`config.mk`:
```
export PLATFORM = sky130hd
export DESIGN_NAME = fifo_rd_drain
export DESIGN_NICKNAME = d
export VERILOG_FILES = /design/src/rtl/fifo_rd_drain.sv
export SDC_FILE = /design/constraint.sdc
export NUM_CORES = 1
export LEC_CHECK = 0
export BUFFER_PORTS_ARGS = -buffer_cell sky130_fd_sc_hd__buf_2
export CAP_MARGIN = 20
export CORE_MARGIN = 5
export CORE_UTILIZATION = 40
export CTS_CLUSTER_SIZE = 28
export DETAILED_ROUTE_END_ITERATION = 8
export GPL_ROUTABILITY_DRIVEN = 0
export PLACE_DENSITY_LB_ADDON = 0.3
export SYNTH_ARGS = -nofsm -noshare
export SYNTH_HDL_FRONTEND = slang
export SYNTH_SLANG_ARGS = --single-unit
export TNS_END_PERCENT = 30
```
`constraint.sdc`:
```
create_clock -name rclk -period 2.4 [get_ports rclk]
set_clock_uncertainty 0.1 [all_clocks]
set_input_delay 0.24 -clock rclk [delete_from_list [all_inputs] [get_ports rclk]]
set_output_delay 0.24 -clock rclk [all_outputs]
set_load 0.05 [all_outputs]
```
`src/rtl/fifo_rd_drain.sv`:
```
// fifo_rd_drain: async-FIFO read drain with 2-entry skid and flush; traffic counters when FIFO_DRAIN_STATS_EN is defined
module fifo_rd_drain #(
  parameter int DATA_WIDTH = 8
`ifdef FIFO_DRAIN_STATS_EN
  , parameter int CNT_WIDTH = 32
`endif
) (
  input  logic                  rclk,
  input  logic                  rrst,
  input  logic                  drain_en,
  input  logic                  flush,
  input  logic                  fifo_empty,
  input  logic [DATA_WIDTH-1:0] fifo_data,
  output logic                  fifo_r_en,
  output logic                  m_valid,
  input  logic                  m_ready,
  output logic [DATA_WIDTH-1:0] m_data,
  output logic                  busy
`ifdef FIFO_DRAIN_STATS_EN
  , output logic [CNT_WIDTH-1:0] words_out
  , output logic [CNT_WIDTH-1:0] words_flushed
  , output logic [CNT_WIDTH-1:0] stall_cycles
`endif
);
  localparam logic [1:0] IDLE = 2'd0, RUN = 2'd1, FLUSH = 2'd2;
  logic [1:0] state_q, state_d, occ_q, occ_d, base;
  logic inflight_q, inflight_d, pop, push;
  logic [DATA_WIDTH-1:0] e0_q, e0_d, e1_q, e1_d, shifted;
  // Handshake, credit-gated read issue (a pop this cycle frees a slot) and busy
  always_comb begin
    m_valid = (occ_q != 2'd0) && (state_q != FLUSH);
    pop = m_valid && m_ready;
    push = inflight_q && (state_q != FLUSH) && !flush;
    fifo_r_en = (state_q == RUN) && !flush && !fifo_empty &&
                (({1'b0, occ_q} + {2'b0, inflight_q}) < (3'd2 + {2'b0, pop}));
    busy = (state_q != IDLE) || (occ_q != 2'd0) || inflight_q;
    m_data = e0_q;
  end
  // Skid shift/insert, occupancy, in-flight tracking and state transitions
  always_comb begin
    base = occ_q - {1'b0, pop};
    shifted = pop ? e1_q : e0_q;
    e0_d = (push && base == 2'd0) ? fifo_data : shifted;
    e1_d = (push && base == 2'd1) ? fifo_data : e1_q;
    occ_d = flush ? 2'd0 : occ_q + {1'b0, push} - {1'b0, pop};
    inflight_d = fifo_r_en;
    state_d = flush ? FLUSH :
              (state_q == FLUSH) ? ((!inflight_q && occ_q == 2'd0) ? IDLE : FLUSH) :
              drain_en ? RUN : IDLE;
  end
  // State, occupancy and skid registers
  always_ff @(posedge rclk) begin
    if (rrst) begin
      state_q <= IDLE;
      occ_q <= 2'd0;
      inflight_q <= 1'b0;
      e0_q <= '0;
      e1_q <= '0;
    end else begin
      state_q <= state_d;
      occ_q <= occ_d;
      inflight_q <= inflight_d;
      e0_q <= e0_d;
      e1_q <= e1_d;
    end
  end
`ifdef FIFO_DRAIN_STATS_EN
  logic [CNT_WIDTH-1:0] words_out_q, words_out_d, words_flushed_q, words_flushed_d;
  logic [CNT_WIDTH-1:0] stall_cycles_q, stall_cycles_d;
  // Discards on flush are the words left after any same-cycle pop plus the in-flight word
  always_comb begin
    words_out_d = words_out_q + CNT_WIDTH'(pop);
    words_flushed_d = words_flushed_q +
      (flush ? CNT_WIDTH'(occ_q - {1'b0, pop}) + CNT_WIDTH'(inflight_q) :
       (state_q == FLUSH) ? CNT_WIDTH'(inflight_q) : '0);
    stall_cycles_d = stall_cycles_q + CNT_WIDTH'(m_valid && !m_ready);
  end
  // Wrapping statistic counters
  always_ff @(posedge rclk) begin
    if (rrst) begin
      words_out_q <= '0;
      words_flushed_q <= '0;
      stall_cycles_q <= '0;
    end else begin
      words_out_q <= words_out_d;
      words_flushed_q <= words_flushed_d;
      stall_cycles_q <= stall_cycles_d;
    end
  end
  assign words_out = words_out_q;
  assign words_flushed = words_flushed_q;
  assign stall_cycles = stall_cycles_q;
`endif
endmodule

```
# Word level (Yosys, flattened, before mapping)
# Index checks and enable logic that the tools add are counted.
# W data, S select, Z words.
[totals] ff_bits=21 latch_bits=0 mem_bits_rw=0 mem_bits_ro=0 inputBits=14 out_inout_bits=11 word_cells=43 n_memories=0
[classes] add_sub_neg=5 n_mul=0 div_mod_pow=0 n_lt_le_gt_ge=1 eq_ne=4 shifts=0 mux=6 bitwise=0 reduce_logical=21
[op_table] cell="$mux W8" count=2
[op_table] cell="$logic_and A1 B1 Y1" count=10
[op_table] cell="$mux W2" count=3
[op_table] cell="$reduce_bool A2 Y1" count=3
[op_table] cell="$eq A2 B1 Y1 const B" count=2
[op_table] cell="$logic_not A2 Y1" count=2
[op_table] cell="$sub A2 B1 Y2" count=2
[op_table] cell="$add A2 B1 Y3" count=1
[op_table] cell="$add A2 B1 Y3 const A" count=1
[op_table] cell="$logic_not A1 Y1" count=3
[op_table] cell="$lt A3 B3 Y1" count=1
[op_table] cell="$add A2 B1 Y2" count=1
[op_table] cell="$eq A2 B2 Y1 const B" count=1
[op_table] cell="$logic_or A1 B1 Y1" count=2
[op_table] cell="$ne A2 B2 Y1 const B" count=1
[op_table] cell="$reduce_or A2 Y1" count=1
[op_table] cell="$mux W1" count=1

# Longest topological paths before layout
[depth] word_depth=7 depth_mapped=9 depth_no_buf=8

# Worst setup path after synthesis
# OpenSTA, ideal clock, no wires.
[synth_path] path_type="register to register" start="reg state_q[1]" end="reg e0_q[6] (netlist: m_data[6])" setup_time_ns=0.088 arrival_ns=2.164 t_required_ns=2.212 slack_ns=0.048 path_stages_with_launch=10 n_path_buf=3 synth_period_minus_slack_ns=2.352 path_cell_list="dfxtp_1 nor2b_1 buf_2 nor3_1 ha_1 nand2b_1 buf_2 or3_1 buf_2 a311oi_2"
[synth_via] elab_chain_cells=7 word_cells_on_any_way=10 classes_between="1 x add/sub; 1 x eq/ne; 1 x mux; 7 x reduce/logical"
[synth_rtl] item="start: declaration" line="26" text="logic [1:0] state_q, state_d, occ_q, occ_d, base;"
[synth_rtl] item="start signal: assignment" line="60" text="state_q <= state_d;"
[synth_rtl] item="$ne A2 B2 Y1 *" line="31, 33"
[synth_rtl] item="$logic_and A1 B1 Y1" line="31" text="m_valid = (occ_q != 2'd0) && (state_q != FLUSH);"
[synth_rtl] item="$logic_and A1 B1 Y1" line="32" text="pop = m_valid && m_ready;"
[synth_rtl] item="$sub A2 B1 Y2" line="41" text="base = occ_q - {1'b0, pop};"
[synth_rtl] item="$logic_not A2 Y1" line="43" text="e0_d = (push && base == 2'd0) ? fifo_data : shifted;"
[synth_rtl] item="$logic_and A1 B1 Y1" line="43"
[synth_rtl] item="$mux W8 / $reduce_bool A2 Y1 (equally long branches)"
[synth_rtl] item="end signal: assignment" line="57" text="e0_q <= '0;"
[synth_rtl] item="end signal: assignment" line="63" text="e0_q <= e0_d;"
[synth_rtl] item="end: declaration" line="28" text="logic [DATA_WIDTH-1:0] e0_q, e0_d, e1_q, e1_d, shifted;"
# Every way passes the cells marked *; elsewhere a longest branch is shown, timed or not.
# A chain may end at the register's enable or synchronous reset.

# Worst setup path after layout
[layout_path] start="reg inflight_q" end="out fifo_r_en"
[layout_via] elab_chain_cells=3
[layout_rtl] item="start: declaration" line="27" text="logic inflight_q, inflight_d, pop, push;"
[layout_rtl] item="start signal: assignment" line="62" text="inflight_q <= inflight_d;"
[layout_rtl] item="$add A2 B1 Y3" line="35" text="(({1'b0, occ_q} + {2'b0, inflight_q}) < (3'd2 + {2'b0, pop}));"
[layout_rtl] item="$lt A3 B3 Y1" line="35"
[layout_rtl] item="$logic_and A1 B1 Y1" line="34" text="fifo_r_en = (state_q == RUN) && !flush && !fifo_empty &&"
[layout_rtl] item="end: declaration" line="14" text="output logic fifo_r_en,"
# No other way between the ends.

==> metrics.md <==
| Metric | Value |
|---|---|
| Status | finished clean |
| Dpl hpwl | 2010 um |
| Fin crit period | 2.14 ns |
| Worst slew pin tran | 0.483 ns |
| Die X | 64.3 um |
| P&R area growth vs syn | 14.8% |
| Number of synthesized flops with an enable pin | 0 |
| Crit Path Class | reg -> out |
| Most frequent cell after synthesis | dfxtp_1 |
| Synth cell types | 33 |
| Routed WL | 2710 um |
| Register-to-register setup slack | 0.37 ns |
| FFs w/ async S/R, synth | 0 |
| Global-route wire length before repair | 4750 um |
| # DRC | 0 |
| CTS Hold Buffers Added | 0 |
| Clk sinks | 21 |
| Layout net count | 167 |
| Pin count of the biggest net entering global routing | 30 |
| Compound-gate portion of the synthesized area | 0.133 |
| Final worst-path cycle share | 0.892 |
| CTS resizes | 0 |
| Mapped Cells | 124 |
| Area share of fa/ha/maj cells after synthesis | 0.0530 |
| Worst IR Drop VDD | 0.000252 V |
| Gr ovfl total | 0 |
| CP max FO | 5 |
| Post-synthesis simple-gate area fraction | 0.309 |
| RSZ-0062 raised after global routing | false |
| Syn avg cell area | 9.53 um^2 |
| FF+latch count, synth | 21 |
| Sequential share of the synthesized area | 0.356 |
| Top cell type's share of synthesized area | 0.356 |
| Required time worst endpoint | 2.06 ns |
| Starting Density | 0.421 |
| R2R Path End | m_data[7]$_SDFFE_PP0P_ |
| Crit path launch type | register |
| Number of fill cells | 275 |
| CP arrival | 1.80 ns |
| YS warnings | 0 |
| Dpl cells | 174 |
| GRT Util Overall | 0.144 |
| CTS root buffer | clkbuf_4 |
| Static leakage | 0.539 nW |
| Final hold viol count | 0 |
| Io pins | 25 |
| Top cells by count, synth | dfxtp_1, or2b_1 |
| Core footprint | 2810 um^2 |
| TNS Setup | 0 ns |
| Main combinational cell family by area after synthesis | simple AND/OR/NAND/NOR gates |
| Core Util, Final | 0.483 |
| 1st-iter DRT viols | 65 |
| Drt wl/cell | 15.2 um |
| Syn Nets | 143 |
| Final Worst Setup Slack | 0.258 ns |
| Worst min-delay path category | in -> reg |
| Hold Path Origin | flush |
| Final ANT Viol Nets | 0 |
| CTS tree | done |
| Initial antenna violation count | 0 |
| Fin. max-slew vios | 0 |
| Vias/cell | 5.75 |
| Max_cap viols | 0 |
| Worst-path clk slew | 0.12 ns |
| Worst hold stages | 2 |
| PwrDens | 433 nW/um^2 |
| Ant. Diodes | 0 |
| # rows | 19 |
| Finished Layout Cells | 178 |
| CTS H-Tree Depth | 1 |
| Drt pass-1 iters | 5 |
| R2R Path Start | occ_q[1]$_SDFF_PP0_ |
| Primary FF master, synth | dfxtp_1 |
| Total power | 587 uW |
| CTS Buffer Depth | 2 |
| Fmax | 467 MHz |
| Hold path endpoint | occ_q[0]$_SDFF_PP0_ |
| Area leader, netlist | dfxtp_1 |
| Buffers added on ports | 24 |
| Final Setup Violations | 0 |
| Vias in the first global route | 962 |
| Post-Synthesis Cell Area | 1180 um^2 |
| Routed via count | 1024 |
| DIE AREA | 4140 um^2 |
| Post-Synth XOR/XNOR Area | 0.0148 |
| Worst r2r path cells | 6 |
| Pre-CTS WS | 0.340 ns |
| Crit end category | primary output |
| Worst-skew pair later-pin latency | 0.31 ns |
| Mux contribution to synthesized area | 0.0678 |
| Slew HR | 0.678 |
| Cts bufs inserted | 3 |
| Share of layout cells above drive strength 1 | 0.259 |
| Post-CTS setup buffers | 0 |
| Synth top area cells | dfxtp_1, or2b_1, mux2i_1, ha_1, a311oi_1 |
| Die height | 64.3 um |
## layer usage
layer	GRT usage	wire (um)
met1	0.192	1190
met2	0.231	1350
met3	0.0455	145
met4	0.0237	21
met5	0	0
## worst max-delay path, cell delays in order, from the launching register on
cell and delay (ns):
dfxtp_1 0.45, ha_1 0.27, o41a_1 0.42, nor2_1 0.09
buf_2 0.26
## power breakdown
group          internal [mW]  total, mW  switching, mW
combinational         0.0224     0.0625         0.0401
sequential             0.351      0.352        0.00177
clock                 0.0649      0.172          0.108
## logic make-up (layout without fill, tap and decap cells)
family | after synthesis | after routing
simple gates | 53 | 53
flops | 21 | 21
compound gates | 19 | 19
buf+inv | 16 | 39
mux | 8 | 8
fa+ha+maj | 5 | 5
xor+xnor | 2 | 2
## layout by cell type, fill, tap and decap left out, drive strengths merged, types with 3 or more instances in the layout
| master | synthesis | final |
|---|---|---|
| nand4 | 8 | 8 |
| o31ai | 8 | 8 |
| or2b | 16 | 16 |
| ha | 5 | 5 |
| nor2 | 5 | 5 |
| nand2b | 3 | 3 |
| dfxtp | 21 | 21 |
| inv | 3 | 3 |
| buf | 7 | 31 |
| mux2i | 8 | 8 |
| a311oi | 8 | 8 |
| nor4 | 9 | 9 |
| clkbuf | 5 | 4 |
## through the flow
step,instance area [um^2],hold WS (ns)
2_1_floorplan,1180,0.216
3_3_place_gp,1330,0.377
3_5_place_dp,1330,0.384
4_1_cts,1360,0.0385
5_1_grt,1360,0.0292
6_report,1360,0.0448
## final cells by class
type                    instances  area [um^2]  share of cell area
well taps                      31         38.8              0.0286
multi-input cells              87          683               0.504
repair buffers                 31          173               0.127
clock buffers                   4         26.3              0.0194
inverters                       4         15.0              0.0111
flip-flops and latches         21          420               0.310
## worst max-delay path by stage
stage	depth (start not counted)	endpoint	startpoint
after floorplan	9	m_data[6]$_SDFFE_PP0P_	state_q[1]$_SDFF_PP0_
after global placement	7	e1_q[5]$_SDFFE_PP0P_	m_ready
after detailed placement	7	m_data[6]$_SDFFE_PP0P_	m_ready
after CTS	4	fifo_r_en	inflight_q$_SDFF_PP0_
after global routing	6	m_data[6]$_SDFFE_PP0P_	occ_q[1]$_SDFF_PP0_
final	4	fifo_r_en	inflight_q$_SDFF_PP0_
## state kept, by name, indices dropped and copies added (netlist names)
register,flops
m_data,8
occ_q,2
e1_q,8
state_q,2
inflight_q,1
Power figures use the tool's default switching activity.
